--- src/rtl/register_writeback_queue.sv ---
// In-order write-back queue: accepts memory and ALU results over valid/ready,
// drains one register-file write per cycle and forwards queued values to decode.
module register_writeback_queue #(
  parameter int REGISTER_NUMBER_LOG = 5,
  parameter int DATA_WIDTH          = 32,
  parameter int QUEUE_DEPTH         = 4
) (
  input  logic                           clk,
  input  logic                           reset,
  input  logic                           memValid,
  input  logic [REGISTER_NUMBER_LOG-1:0] memIndex,
  input  logic [DATA_WIDTH-1:0]          memValue,
  output logic                           memReady,
  input  logic                           aluValid,
  input  logic [REGISTER_NUMBER_LOG-1:0] aluIndex,
  input  logic [DATA_WIDTH-1:0]          aluValue,
  output logic                           aluReady,
  output logic                           writeEnable,
  output logic [REGISTER_NUMBER_LOG-1:0] writeIndex,
  output logic [DATA_WIDTH-1:0]          writeValue,
  input  logic [REGISTER_NUMBER_LOG-1:0] queryIndexA,
  output logic                           queryHitA,
  output logic [DATA_WIDTH-1:0]          queryValueA,
  input  logic [REGISTER_NUMBER_LOG-1:0] queryIndexB,
  output logic                           queryHitB,
  output logic [DATA_WIDTH-1:0]          queryValueB,
  output logic [$clog2(QUEUE_DEPTH):0]   count
);

  localparam int PW = $clog2(QUEUE_DEPTH);
  localparam int CW = PW + 1;

  logic [REGISTER_NUMBER_LOG-1:0] idx_q [QUEUE_DEPTH];
  logic [DATA_WIDTH-1:0]          val_q [QUEUE_DEPTH];

  logic [CW-1:0]                  count_q, count_d;
  logic [PW-1:0]                  head_q, head_d;
  logic [PW-1:0]                  tail_q, tail_d;
  logic [PW-1:0]                  alu_slot;
  logic                           we_q, we_d;
  logic [REGISTER_NUMBER_LOG-1:0] wi_q, wi_d;
  logic [DATA_WIDTH-1:0]          wv_q, wv_d;
  logic                           mem_enq, alu_enq, deq;

  // Ready depends only on start-of-cycle occupancy, so a full queue never
  // relies on the same-cycle drain to make room.
  assign memReady = (count_q < CW'(QUEUE_DEPTH));
  assign aluReady = memValid ? (count_q < CW'(QUEUE_DEPTH - 1))
                             : (count_q < CW'(QUEUE_DEPTH));

  assign mem_enq  = memValid && memReady && (memIndex != '0);
  assign alu_enq  = aluValid && aluReady && (aluIndex != '0);
  assign deq      = (count_q != '0);
  assign alu_slot = tail_q + PW'(mem_enq);

  always_comb begin
    count_d = count_q + CW'(mem_enq) + CW'(alu_enq) - CW'(deq);
    tail_d  = tail_q + PW'(mem_enq) + PW'(alu_enq);
    head_d  = head_q + PW'(deq);
    we_d    = deq;
    wi_d    = wi_q;
    wv_d    = wv_q;
    if (deq) begin
      wi_d = idx_q[head_q];
      wv_d = val_q[head_q];
    end
  end

  always_ff @(posedge clk) begin
    if (reset) begin
      count_q <= '0;
      head_q  <= '0;
      tail_q  <= '0;
      we_q    <= 1'b0;
      wi_q    <= '0;
      wv_q    <= '0;
    end else begin
      count_q <= count_d;
      head_q  <= head_d;
      tail_q  <= tail_d;
      we_q    <= we_d;
      wi_q    <= wi_d;
      wv_q    <= wv_d;
    end
  end

  // Entry storage needs no reset: only slots inside [head, head+count) are read.
  always_ff @(posedge clk) begin
    if (mem_enq) begin
      idx_q[tail_q] <= memIndex;
      val_q[tail_q] <= memValue;
    end
    if (alu_enq) begin
      idx_q[alu_slot] <= aluIndex;
      val_q[alu_slot] <= aluValue;
    end
  end

  // Scan oldest to youngest so the last match (youngest) wins.
  always_comb begin
    queryHitA   = 1'b0;
    queryValueA = '0;
    for (int unsigned i = 0; i < QUEUE_DEPTH; i++) begin
      if ((CW'(i) < count_q) && (queryIndexA != '0) &&
          (idx_q[head_q + PW'(i)] == queryIndexA)) begin
        queryHitA   = 1'b1;
        queryValueA = val_q[head_q + PW'(i)];
      end
    end
  end

  always_comb begin
    queryHitB   = 1'b0;
    queryValueB = '0;
    for (int unsigned i = 0; i < QUEUE_DEPTH; i++) begin
      if ((CW'(i) < count_q) && (queryIndexB != '0) &&
          (idx_q[head_q + PW'(i)] == queryIndexB)) begin
        queryHitB   = 1'b1;
        queryValueB = val_q[head_q + PW'(i)];
      end
    end
  end

  assign writeEnable = we_q;
  assign writeIndex  = wi_q;
  assign writeValue  = wv_q;
  assign count       = count_q;

endmodule
--- config.mk ---
export PLATFORM = sky130hd
export DESIGN_NAME = register_writeback_queue
export DESIGN_NICKNAME = d
export VERILOG_FILES = /design/src/rtl/register_writeback_queue.sv
export SDC_FILE = /design/constraint.sdc
export NUM_CORES = 1
export LEC_CHECK = 0
export BUFFER_PORTS_ARGS = -buffer_cell sky130_fd_sc_hd__buf_2
export CORE_MARGIN = 5
export CORE_UTILIZATION = 40
export CTS_CLUSTER_SIZE = 30
export DETAILED_ROUTE_END_ITERATION = 7
export GPL_TIMING_DRIVEN = 0
export PLACE_DENSITY_LB_ADDON = 0.08
export SLEW_MARGIN = 20
export SYNTH_ARGS = -nofsm -noshare
export SYNTH_HDL_FRONTEND = slang
export SYNTH_SLANG_ARGS = --single-unit
--- constraint.sdc ---
create_clock -name clk -period 3.73 [get_ports clk]
set_input_delay 0.373 -clock clk [delete_from_list [all_inputs] [get_ports clk]]
set_output_delay 0.373 -clock clk [all_outputs]
set_load 0.02 [all_outputs]
Yosys cells after proc, flatten, opt, wreduce, memory -nomap -nowiden
Memory sizes are Yosys's and may differ from the RTL's. A register that Yosys moved wholly into a read port is not among the register bits.
Cells that the tools add are included.
- memory bits (read-only): 0
- word-level logic and storage cells: 79
- memories kept: 2
- bits of input ports: 88
- output and inout port bits: 109
- register bits: 45
- RAM bits: 148
- bits in latches: 0
- memories (memory ; depth ; width ; read ports ; clocked after memory_dff ; wr ports ; RTL line ; text):
    val_q ; 4 ; 32 ; 4 ; 1 ; 2 ; 34 ; logic [DATA_WIDTH-1:0] val_q [QUEUE_DEPTH];
    idx_q ; 4 ; 5 ; 4 ; 1 ; 2 ; 33 ; logic [REGISTER_NUMBER_LOG-1:0] idx_q [QUEUE_DEPTH];
- order comparisons: 6
- multiply operators: 0
- mux-type cells: 23
- bitwise gates (word level): 0
- shifts and indexed selects: 0
- eq/ne operators: 8
- $add $sub $neg: 9
- div/mod/pow operators: 0
- reduce and logical (&&, ||, !) cells: 25
- operators with widths (operator ; number):
    $mux W32 ; 8
    $eq A5 B5 Y1 ; 8
    $logic_and A1 B1 Y1 ; 20
    $reduce_bool A5 Y1 ; 4
    $mux W1 ; 13
    $add A2 B1 Y2 ; 3
    $add A3 B1 Y3 ; 2
    $lt A1 B3 Y1 const A ; 2
    $lt A2 B3 Y1 const A ; 2
    $add A2 B2 Y2 const B ; 2
    $mux W2 ; 2
    $lt A3 B2 Y1 const B ; 1
    $lt A3 B3 Y1 const B ; 1
    $reduce_bool A3 Y1 ; 1
    $sub A3 B1 Y3 ; 1
    $add A2 B1 Y2 const B ; 1

Longest topological paths before layout
- depth in word-level cells: 7
- gate-level depth with buffers: 12
- gate-level depth less buffers: 10

Worst setup path before layout
Ideal clock, no wire load.
- path type: register to register
- from: register count_q[2] (netlist: count[2])
- to: memory idx_q[3][0] (enable)
- required time: 3247 ps
- slack: -430 ps
- stages on the path, launching flop included: 5
- buffers on the path: 0
- arrival time: 3677 ps
- library setup time: 483 ps
- clock period less this slack: 4160 ps
- cell sequence: dfxtp_1 > inv_1 > o311a_1 > nand2_1 > o21ai_0
- RTL lines (element ; RTL line ; text):
    from (decl) ; 36 ; logic [CW-1:0] count_q, count_d;
    from (signal assigned) ; 78 ; count_q <= count_d;
    to (decl) ; 33 ;

Worst setup path after layout
- from: register head_q[0]
- to: output queryValueA[10]
- longest elaborated chain between the ends: 7
- elaborated cells on any way between the ends: 14
- classes of those cells: add/sub: 3; eq/ne: 3; mux: 3; reduce/logical: 3; memory: 2
- ends and longest elaborated chain (element ; RTL line ; text):
    from (decl) ; 37 ; logic [PW-1:0] head_q, head_d;
    from (signal assigned) ; 72 ; head_q <= '0;
    from (signal assigned) ; 79 ; head_q <= head_d;
    $add A2 B1 Y2 ; 105, 107 ;
    $mem_v2 Z4 W5 ; -- ;
    $eq A5 B5 Y1 ; 105 ; (idx_q[head_q + PW'(i)] == queryIndexA)) begin
    $logic_and A1 B1 Y1 ; 104 ; if ((CW'(i) < count_q) && (queryIndexA != '0) &&
    $mux W32 (2 in a row) ; 104 ;
    $mux W32 * ; 104 ;
    to (decl) ; 23 ; output logic [DATA_WIDTH-1:0] queryValueA,
Every way passes the cells marked *; elsewhere a longest branch is shown, timed or not.

==> impl_metrics.toml <==
[die]
die_area_um2 = 37800
core_area_um2 = 33600
io_pins = 197
initial_utilization = 0.405
rows = 67
die_h_um = 195
fp.dieW_um = 195

[setup_path]
path_class = "reg -> out"
regToRegSetupSlack_ns = 0.17
worstSetupEndpoint = "queryValueA[10]"
crit_required_ns = 3.36
crit_path_start_kind = "flip-flop"
r2r-end = "val_q[3][16]"
crit_path_start = "head_q[0]"
rr_startpoint = "count[2]"
crit_path_end_kind = "output pin"
rr_worst_depth = 9
crit_arrival_ns = 3.62
path_max_fanout = 7

[hold_path]
hold_class = "in -> reg"

[clock_tree]
cts.htree.levels = 4
cts_hold_buf = 0
numCtsBuffers = 17
clk_latency_ns = 0.47
clk_pin_slew_ns = 0.08
clock-sinks = 193
cts.path.max_buffers = 2
clockRootBuffer = "clkbuf_16"
tritoncts = "yes"

[synth]
netlist_instances = 1290
synth.distinct_cells = 49
async_reset_ff_frac = 0
ys_seq_elements = 193
ys.flop_type = "edfxtp_1"
syn_area_um2 = 13600
yosysSeqAreaShare = 0.392
synth.avg_cell_area_um2 = 10.6
synth-edff-count = 148
syn-num-nets = 1386
ys_warn_count = 0
synth_top_cell_by_area = "edfxtp_1"
yosysTopAreaCellShare = 0.326
synthTopCellsByArea = "edfxtp_1 33%, mux2_2 15%, a221oi_1 6.8%, dfxtp_1 6.6%, mux2i_1 6.0%"

[layout]
drive_gt1_frac = 0.449
final_cell_mix = "180 x mux2_2, 171 x nand2_1, 148 x edfxtp_1"
ff_latch_area_um2 = 5350
nFillCells = 2971
antenna_cells = 0
layout_commonest_cell = "mux2_2"
fin_util = 0.539
nets = 1641
synthToLayoutAreaGrowth_pct = 33.0
multi_input_area_um2 = 8860

[run_status]
violations = "setup timing"
status = "finished with violations"

[routing]
drt-pass1-iter-count = 5
antenna_left = 0
routed_wirelength_um = 53900
wl_per_cell_um = 26.8
viasPerCell = 6.15
via_count = 12300
drc = 0
drt_iter0_drc = 1162

[timing]
worst_slew_pin_slew_ns = 0.972
rsz0062_at_grt = "yes"
period_share = 1.07
hold_viol = 0
finalMaxSlewViolations = 0
post-route-worst-setup-slack_ns = -0.266
fmax_mhz = 250
setup_viol = 64
fin_skew_ns = 0.0107
slew_headroom = 0.352
layout_min_cycle_time_ns = 4.00

[global_route]
grt_max_degree = 19
grtUsageTotal = 0.273
grt_util_met2 = 0.436
grt_util_met1 = 0.370
grt_pass1_wl_um = 78800
grt_pass1_vias = 12400
antenna_found_initial = 2
grt-ovfl-total = 0
busiest_layer = "met2"
grt_use_met3 = 0.0502

[placed_design]
portBuffers = 185
dp_hpwl_um = 37200
routabilityCongestion = 0.947
pre_cts_slack_ns = -0.787

[power]
power.density_nw_per_um2 = 835
p_leak_nw = 6.73
irDropWorstVdd_mv = 0.464

[run]
maxCapViolCount = 0
power by group:
group / leakage (nW) / switching, mW / internal, mW
combinational: 4.70 / 6.00 / 3.60
clock: 0.287 / 0.955 / 0.969
sequential: 1.74 / 0.405 / 3.21
total: 6.73 / 7.36 / 7.77
through the flow:
stage	setup TNS (ns)	instance area [µm²]	hold WS (ns)	instances	power (mW)
after global placement	-277.02	15100	0.437	1923	11.4
after detailed placement	-94.35	15300	0.442	1931	11.6
final	-11.02	18100	0.242	2006	15.1
after floorplan	0	13600	0.530	1290	8.87
after global routing	-16.41	18100	0.248	2006	15.8
after CTS	-6.65	17300	0.230	1994	14.4
logic make-up (layout without fill, tap and decap cells):
group	Yosys count	after routing	synth area share
buffers and inverters	136	404	0.0438
DFF	193	193	0.392
muxes	281	281	0.241
and+or+nand+nor	312	312	0.108
xor gates and xnor gates	48	48	0.0309
adders and majority gates	8	8	0.00790
AOI/OAI and AO/OA	312	312	0.176
cell usage after synthesis (2+ instances only):
| cell type | instances |
|---|---|
| xnor2_1 | 33 |
| o211ai_1 | 2 |
| mux2_2 | 180 |
| clkbuf_1 | 65 |
| mux2i_1 | 82 |
| nor3_1 | 41 |
| or3_1 | 6 |
| nand2_1 | 171 |
| or3b_2 | 2 |
| o31a_1 | 30 |
| or4_1 | 2 |
| buf_1 | 16 |
| a221oi_1 | 105 |
| o21ai_0 | 63 |
| a21oi_1 | 72 |
| xor2_1 | 15 |
| a2111oi_2 | 2 |
| nor2_1 | 7 |
| a211o_1 | 2 |
| a221oi_2 | 24 |
| mux4_2 | 19 |
| dfxtp_1 | 45 |
| buf_6 | 2 |
| o21bai_1 | 3 |
| buf_2 | 33 |
| and2_1 | 32 |
| nor2b_1 | 35 |
| nand3_1 | 6 |
| nor4_1 | 4 |
| edfxtp_1 | 148 |
| ha_1 | 7 |
| buf_4 | 8 |
| inv_1 | 12 |
final cells by class:
cell class | count | share of cell area
buffer | 123 | 0.0454
clock buffer | 19 | 0.0244
clock inverter | 13 | 0.00773
inverter | 12 | 0.00249
multi-input combinational | 961 | 0.489
sequential | 193 | 0.295
tap | 448 | 0.0309
timing repair buffer | 237 | 0.105
timing repair:
item / in CTS / in global routing
endpoints found under the setup margin: 155 / 82
gates resized for setup: 245 / 114
cloned: 8 / 2
pin swaps: 9 / 16
buffers inserted: 24 / 12
worst max-delay path: stages, from the launching register on:
cell and delay (ns):
dfxtp_4 0.40, buf_12 0.13, buf_6 0.10, mux4_2 0.54, xnor2_1 0.17, nand3_1 0.08
or4_4 0.56, a31oi_4 0.19, buf_12 0.19, clkbuf_16 0.17, a221oi_2 0.07, a221oi_2 0.32
buf_4 0.22
per-layer routing:
metal  wire [µm]  part of all wire
met5          21           0.00039
met4        1860             0.035
met3        3840             0.071
met2       25100              0.47
met1       23000              0.43
how the worst min path moves through the flow:
| stage | startpoint | to | slack [ns] | cells past startpoint |
|---|---|---|---|---|
| final | aluValue[2] | val_q[0][2] | 0.24 | 2 |
| after global routing | memValue[1] | val_q[2][1] | 0.25 | 2 |
| after CTS | memValue[1] | val_q[2][1] | 0.23 | 2 |
| after detailed placement | writeValue[28] | writeValue[28] | 0.44 | 2 |
| after global placement | writeValue[27] | writeValue[27] | 0.44 | 2 |
| after floorplan | writeValue[0] | writeValue[0] | 0.53 | 2 |
sequential cells by signal (all words and copies together) (netlist names):
name and flops:
val_q 128, head_q 2, writeValue 32, idx_q 20
writeEnable 1, writeIndex 5, count 3, tail_q 2
Note: power is estimated with default switching activity, not from simulation.
